<file path="config.mk">
export PLATFORM = sky130hd
export DESIGN_NAME = sequential_left_shift_32_bit
export DESIGN_NICKNAME = d
export VERILOG_FILES = /design/src/rtl/sequential_left_shift_32_bit.sv
export SDC_FILE = /design/constraint.sdc
export NUM_CORES = 1
export LEC_CHECK = 0
export ABC_AREA = 0
export CAP_MARGIN = 10
export CORE_MARGIN = 4
export CORE_UTILIZATION = 51
export DETAILED_ROUTE_END_ITERATION = 6
export PLACE_DENSITY = 0.81
export SLEW_MARGIN = 30
export SYNTH_ARGS = -nofsm -noshare
export SYNTH_HDL_FRONTEND = slang
export SYNTH_SLANG_ARGS = --single-unit
export TNS_END_PERCENT = 1
</file>
<file path="constraint.sdc">
create_clock -name clock -period 3.7 [get_ports clock]
set_clock_uncertainty 0.15 [all_clocks]
set_input_delay 0.555 -clock clock [delete_from_list [all_inputs] [get_ports clock]]
set_output_delay 0.555 -clock clock [all_outputs]
set_load 0.03 [all_outputs]
</file>
<file path="src/rtl/sequential_left_shift_32_bit.sv">
// Multi-cycle 32-bit logical left shifter: one power-of-two stage per clock, done 5 cycles after accept.
// start is ignored (not queued) while busy; optional signed-overflow flag when SHL_OVF_EN is defined.
module sequential_left_shift_32_bit (
    input  logic        clock,
    input  logic        reset,
    input  logic        start,
    input  logic [31:0] dta,
    input  logic [4:0]  L,
    output logic [31:0] out,
    output logic        busy,
    output logic        done
`ifdef SHL_OVF_EN
    ,
    output logic        ovf
`endif
);

    typedef enum logic [1:0] {
        ST_IDLE  = 2'd0,
        ST_SHIFT = 2'd1,
        ST_DONE  = 2'd2
    } state_t;

    state_t      r_state;
    logic [2:0]  r_stg;
    logic [4:0]  r_amt;
    logic [31:0] r_out;
    logic        r_busy;
    logic        r_done;

    logic [7:0]  w_amt_ext;
    logic        w_stage_en;
    logic [31:0] w_shifted;

    assign w_amt_ext  = {3'b000, r_amt};
    assign w_stage_en = w_amt_ext[r_stg];

    always_comb begin
        w_shifted = r_out;
        case (r_stg)
            3'd0:    w_shifted = {r_out[30:0], 1'b0};
            3'd1:    w_shifted = {r_out[29:0], 2'b00};
            3'd2:    w_shifted = {r_out[27:0], 4'h0};
            3'd3:    w_shifted = {r_out[23:0], 8'h00};
            3'd4:    w_shifted = {r_out[15:0], 16'h0000};
            default: w_shifted = r_out;
        endcase
    end

`ifdef SHL_OVF_EN
    logic r_ovf;
    logic w_top_mixed;

    // A shift by s preserves the signed value only if the top s+1 bits agree.
    always_comb begin
        w_top_mixed = 1'b0;
        case (r_stg)
            3'd0:    w_top_mixed = r_out[31] ^ r_out[30];
            3'd1:    w_top_mixed = !((&r_out[31:29]) || (~|r_out[31:29]));
            3'd2:    w_top_mixed = !((&r_out[31:27]) || (~|r_out[31:27]));
            3'd3:    w_top_mixed = !((&r_out[31:23]) || (~|r_out[31:23]));
            3'd4:    w_top_mixed = !((&r_out[31:15]) || (~|r_out[31:15]));
            default: w_top_mixed = 1'b0;
        endcase
    end
`endif

    always_ff @(posedge clock) begin
        if (reset) begin
            r_state <= ST_IDLE;
            r_stg   <= 3'd0;
            r_amt   <= 5'd0;
            r_out   <= 32'h0;
            r_busy  <= 1'b0;
            r_done  <= 1'b0;
`ifdef SHL_OVF_EN
            r_ovf   <= 1'b0;
`endif
        end else begin
            case (r_state)
                ST_IDLE, ST_DONE: begin
                    r_done <= 1'b0;
                    if (start) begin
                        r_state <= ST_SHIFT;
                        r_out   <= dta;
                        r_amt   <= L;
                        r_stg   <= 3'd0;
                        r_busy  <= 1'b1;
`ifdef SHL_OVF_EN
                        r_ovf   <= 1'b0;
`endif
                    end else begin
                        r_state <= ST_IDLE;
                    end
                end
                ST_SHIFT: begin
                    if (w_stage_en) begin
                        r_out <= w_shifted;
`ifdef SHL_OVF_EN
                        if (w_top_mixed) begin
                            r_ovf <= 1'b1;
                        end
`endif
                    end
                    if (r_stg == 3'd4) begin
                        r_state <= ST_DONE;
                        r_stg   <= 3'd0;
                        r_busy  <= 1'b0;
                        r_done  <= 1'b1;
                    end else begin
                        r_stg   <= r_stg + 3'd1;
                    end
                end
                default: begin
                    r_state <= ST_IDLE;
                    r_stg   <= 3'd0;
                    r_busy  <= 1'b0;
                    r_done  <= 1'b0;
                end
            endcase
        end
    end

    assign out  = r_out;
    assign busy = r_busy;
    assign done = r_done;
`ifdef SHL_OVF_EN
    assign ovf  = r_ovf;
`endif

endmodule

</file>
Word-level counts from Yosys, hierarchy flattened
Index checks and enable logic that the tools add are counted.
{"block": "totals", "regBits": 44, "input_bits": 40, "out_inout_bits": 34}
{"block": "classes", "n_addsub": 1, "order_cmp": 1, "n_eq_ne": 10, "n_mux": 15, "bitwise": 1, "n_reduce_logical": 8}
{"operator": "case mux 32 bit (5 select lines)", "count": 1}
{"operator": "2-to-1 mux 32 bit", "count": 2}
{"operator": "case mux 32 bit (2 select lines)", "count": 1}
{"operator": "== test 3 x 2 -> 1 bit, second input constant", "count": 2}
{"operator": "2-to-1 mux 3 bit", "count": 2}
{"operator": "inequality test 2 bit, second input constant", "count": 3}
{"operator": "inequality test 6 x 2 -> 1 bit, second input constant", "count": 1}
{"operator": "case mux 3 bit (2 select lines)", "count": 1}
{"operator": "< comparator 3 x 4 -> 1 bit, second input constant", "count": 1}
{"operator": "2-to-1 mux 1 bit", "count": 4}
{"operator": "case mux 2 bit (2 select lines)", "count": 1}
{"operator": "AND reduction 2 bit", "count": 2}
{"operator": "AND reduction 4 bit", "count": 1}
{"operator": "OR reduction 2 bit", "count": 2}
{"operator": "adder 3 x 1 -> 3 bit, second input constant", "count": 1}
{"operator": "binary-select mux 1 bit (select 3 bit)", "count": 1}
{"operator": "== test 3 x 1 -> 1 bit, second input constant", "count": 1}
{"operator": "== test 3 bit, second input constant", "count": 1}
{"operator": "zero test 3 bit", "count": 1}
{"operator": "== test 2 x 1 -> 1 bit, second input constant", "count": 1}
{"operator": "== test 2 bit, second input constant", "count": 1}
{"operator": "zero test 2 bit", "count": 1}
{"operator": "2-to-1 mux 2 bit", "count": 1}
{"operator": "case mux 1 bit (2 select lines)", "count": 1}
{"operator": "other kinds (2)", "count": 2}

Logic depth before layout (Yosys ltp)
{"block": "depth", "word_depth": 4, "mapped_depth": 13, "depth_no_buf": 6}

Worst setup path after synthesis
No wires, ideal clock.
{"block": "synth_path", "kind": "register to register", "start": "register r_stg[2]", "end": "register r_out[21], in the netlist out[21]", "setup_time_ns": 0.089, "arrival_time_ns": 2.602, "t_required_ns": 3.461, "setup_slack_ns": 0.859, "path_stages_with_launch": 14, "path_buffers": 7, "path_cell_list": "dfxtp_1 > buf_2 > buf_2 > inv_1 > buf_2 > ha_1 > clkbuf_1 > or2_1 > o41a_1 > buf_2 > and3_4 > buf_6 > buf_6 > a311oi_2"}
{"block": "synth_between", "elab_chain_cells": 4}
{"element": "start, declared", "line_no": "25", "rtl": "logic [2:0] r_stg;"}
{"element": "start signal, assigned", "line_no": "111", "rtl": "r_stg <= r_stg + 3'd1;"}
{"element": "binary-select mux 1 bit (select 3 bit), or another cell as far along", "line_no": "36", "rtl": "assign w_stage_en = w_amt_ext[r_stg];"}
{"element": "2-to-1 mux 1 bit (not written as such) / case mux 32 bit (5 select lines) (equally long branches)", "line_no": "36, 40"}
{"element": "inequality test 2 bit (no line) / 2-to-1 mux 32 bit (equally long branches)"}
{"element": "AND reduction 4 bit (no line) / case mux 32 bit (2 select lines) (equally long branches)"}
{"element": "end signal, assigned", "line_no": "85", "rtl": "r_out <= dta;"}
{"element": "end signal, assigned", "line_no": "98", "rtl": "r_out <= w_shifted;"}
{"element": "end, declared", "line_no": "27", "rtl": "logic [31:0] r_out;"}
Parallel ways exist; a longest one is shown, timed or not. The select of a mux whose other input is x is not followed.
A chain may end at the register's enable or synchronous reset.

Worst setup path in the final report
{"block": "layout_path", "start": "register r_stg[0]", "end": "register r_out[6], in the netlist out[6]"}
The elaborated chain is that of the path after synthesis.

==> results by group <==
Status
  • Status: finished, final reports clean

Clocking
  • CTS tree: done
  • Setup bufs post-CTS: 0
  • Clk slew on worst S/H paths: 0.09 ns
  • Worst-Skew Late Latency: 0.30 ns
  • Post-CTS Resized: 0
  • Hold-fix buffers at CTS: 0
  • CTS buffer count: 5
  • Root Buffer: clkbuf_8
  • H-tree Lvls: 2
  • # clock sinks: 44
  • Clock buffer depth: 2

Route
  • Post-Route WL: 9.56 mm
  • Pre-Repair DR Iteration Count: 7
  • Wirelength per Cell: 19.7 microns
  • Via count: 3324
  • Post-DRT Antenna Nets: 0
  • Detailed Route Iter0 Violations: 397
  • Via density: 6.85
  • # DRC: 0

Floorplanning
  • Core footprint: 5990 sq um
  • Die W: 87.3 microns
  • Full die area: 7610 sq um
  • I/O pins: 74
  • Rows: 28
  • Die Ht: 87.3 microns
  • Initial Util: 53.5%

Synth
  • Syn_area_per_cell: 8.66 sq um
  • Compound-Gate Fraction of Synth Area: 46.6%
  • Adder-cell share of the synthesized area: 1.95%
  • Post-synthesis sequential area ratio: 27.5%
  • Cell Area, Synth: 3200 sq um
  • Largest family of logic cells by synthesized area: compound AO/OA/AOI/OAI gates
  • Post-Synth XOR/XNOR Area: 0%
  • Main synth FF type: dfxtp_1
  • Synth warn: 0
  • Synth top area share: 27.5%
  • Multiplexer area fraction after synthesis: 4.38%
  • FF+latch count, synth: 44
  • Netlist cell types: 46
  • Syn nets: 415
  • Yosys top cell by area: dfxtp_1
  • EDFF count, synth: 0
  • Top cells by area, synth: dfxtp_1 (28%), a311oi_2 (8.4%), a211o_1 (8.2%), a21oi_1 (7.0%), a31oi_1 (4.9%)
  • Post-Synth Simple-Gate Area: 12.0%
  • Asr flop ratio synth: 0%
  • Mapped Cells: 370

Critical path
  • Crit. End Element: register
  • Worst reg2reg path depth: 6
  • Critical R2R Launch: r_stg[0]$_SDFFE_PP0N_
  • Critical Path Fanout Max: 19
  • Worst EP required: 3.78 ns
  • Reg-to-reg endpoint: out[6]$_SDFFE_PP0P_
  • Startpoint Class: register
  • CP arrival: 3.32 ns
  • Critical path type: reg -> reg
  • R2r setup slk: 0.45 ns

Place
  • Port Buf Inserts: 73
  • Gpl congestion: 0.959
  • Final HPWL DP: 6.44 mm

Timing
  • Fin. max-slew vios: 0
  • Minimum clock period: 3.25 ns
  • Unrepaired setup endpoints after global routing: false
  • Final setup TNS: 0 ns
  • Worst slew pin tran: 0.935 ns
  • Final setup fails: 0
  • Tcrit/Tclk final: 87.8%
  • F_max: 0.308 GHz
  • Hold slack: 0.349 ns
  • Final Hold Fails: 0
  • Max_slew headroom: 37.7%

Worst hold path
  • Hold Crit Start: r_amt[3]$_SDFFE_PP0P_
  • Min-delay worst type: reg -> reg
  • Worst hold endpoint: r_amt[3]$_SDFFE_PP0P_
  • Hold path depth: 2

Run
  • Max-Cap Viols: 0

Cells and area
  • Layout Nets: 454
  • Final Util: 65.9%
  • Commonest non-fill, non-tap cells in the layout: clkdlybuf4s50_1 (72), a21oi_1 (45), dfxtp_1 (44)
  • Area growth syn-to-layout: 23.2%
  • Ant. Diodes: 0
  • Ratio of cells with drive above 1 in the final layout: 10.2%
  • Commonest non-fill, non-tap cell in the layout: clkdlybuf4s50_1

Pwr
  • Pleak: 1.34 nW
  • Max IR drop VDD: 195 uV
  • Total power: 1.48 mW
  • Pwr dens: 374 nW/um^2

Global route
  • Antenna violations before repair: 0
  • Largest net degree at the start of global routing: 61
  • All-layer global routing usage: 25.0%
  • Number of global-route vias before repair: 3161
  • First-pass GRT wire length: 15.4 mm
  • Grt ovf: 0
## routing by layer
layer  wire (microns)  global-route usage, %  up-vias
li1                 -                      -     1547
met1             4010                   33.0     1561
met2             4540                   40.4      190
met3              843                   4.73       26
met4              169                   8.79        0
met5                0                      0        -
## power by group
part           leakage, nW  switching, mW  internal [mW]
Combinational        0.930          0.298          0.240
Sequential           0.364         0.0906          0.524
Clock               0.0445          0.171          0.152
## flip-flops by register name, indices dropped and copies added, names as in the netlist
name and count:
busy 1, out 32, done 1, r_stg 3
r_amt 5, r_state 2
## Yosys cell counts (all sizes together) (3+ instances only)
master	n
a221oi	4
mux2i	14
a21oi	45
dfxtp	44
a22oi	3
nand2	27
a22o	15
a222oi	8
nor2b	5
a32o	15
o21ai	6
a211o	30
buf	15
inv	5
a31oi	25
a311oi	24
nand2b	9
ha	5
clkbuf	33
nor2	17
## worst max-delay path, stage by stage, from the launching register on
cell and delay (ns):
dfxtp_1 0.49, ha_1 0.70, nor2b_4 0.46, o41a_1 0.44, buf_4 0.33, nand3_1 0.32
mux2i_1 0.27
## kinds of logic after synthesis
family,Yosys count
AOI/OAI and AO/OA,182
and+or+nand+nor,72
DFF,44
muxes,14
buffers and inverters,53
adders and majority gates,5
## cell type report
cell class / count / area [sq um]
clock inverter: 1 / 7.51
tap: 75 / 93.8
fill: 501 / 2040
sequential: 44 / 881
inverter: 5 / 18.8
multi-input combinational: 273 / 2080
clock buffer: 7 / 86.3
timing repair buffer: 80 / 781
## through the flow
stage	cells	area, sq um	setup slack [ns]
2_1_floorplan	370	3200	0.859
3_3_place_gp	477	3850	0.688
3_5_place_dp	477	3850	0.528
4_1_cts	485	3950	0.501
5_1_grt	485	3950	0.278
6_report	485	3950	0.452
## how the worst max path moves through the flow
stage,startpoint,end,slack [ns],depth (start not counted)
floorplan,r_stg[2]$_SDFFE_PP0N_,out[21]$_SDFFE_PP0P_,0.86,13
global placement,r_stg[0]$_SDFFE_PP0N_,out[4]$_SDFFE_PP0P_,0.69,6
detailed placement,r_stg[0]$_SDFFE_PP0N_,out[6]$_SDFFE_PP0P_,0.53,6
CTS,r_stg[0]$_SDFFE_PP0N_,out[6]$_SDFFE_PP0P_,0.50,6
global route,r_stg[0]$_SDFFE_PP0N_,out[2]$_SDFFE_PP0P_,0.28,6
finish,r_stg[0]$_SDFFE_PP0N_,out[6]$_SDFFE_PP0P_,0.45,6
Note: power is estimated with default switching activity, not from simulation.
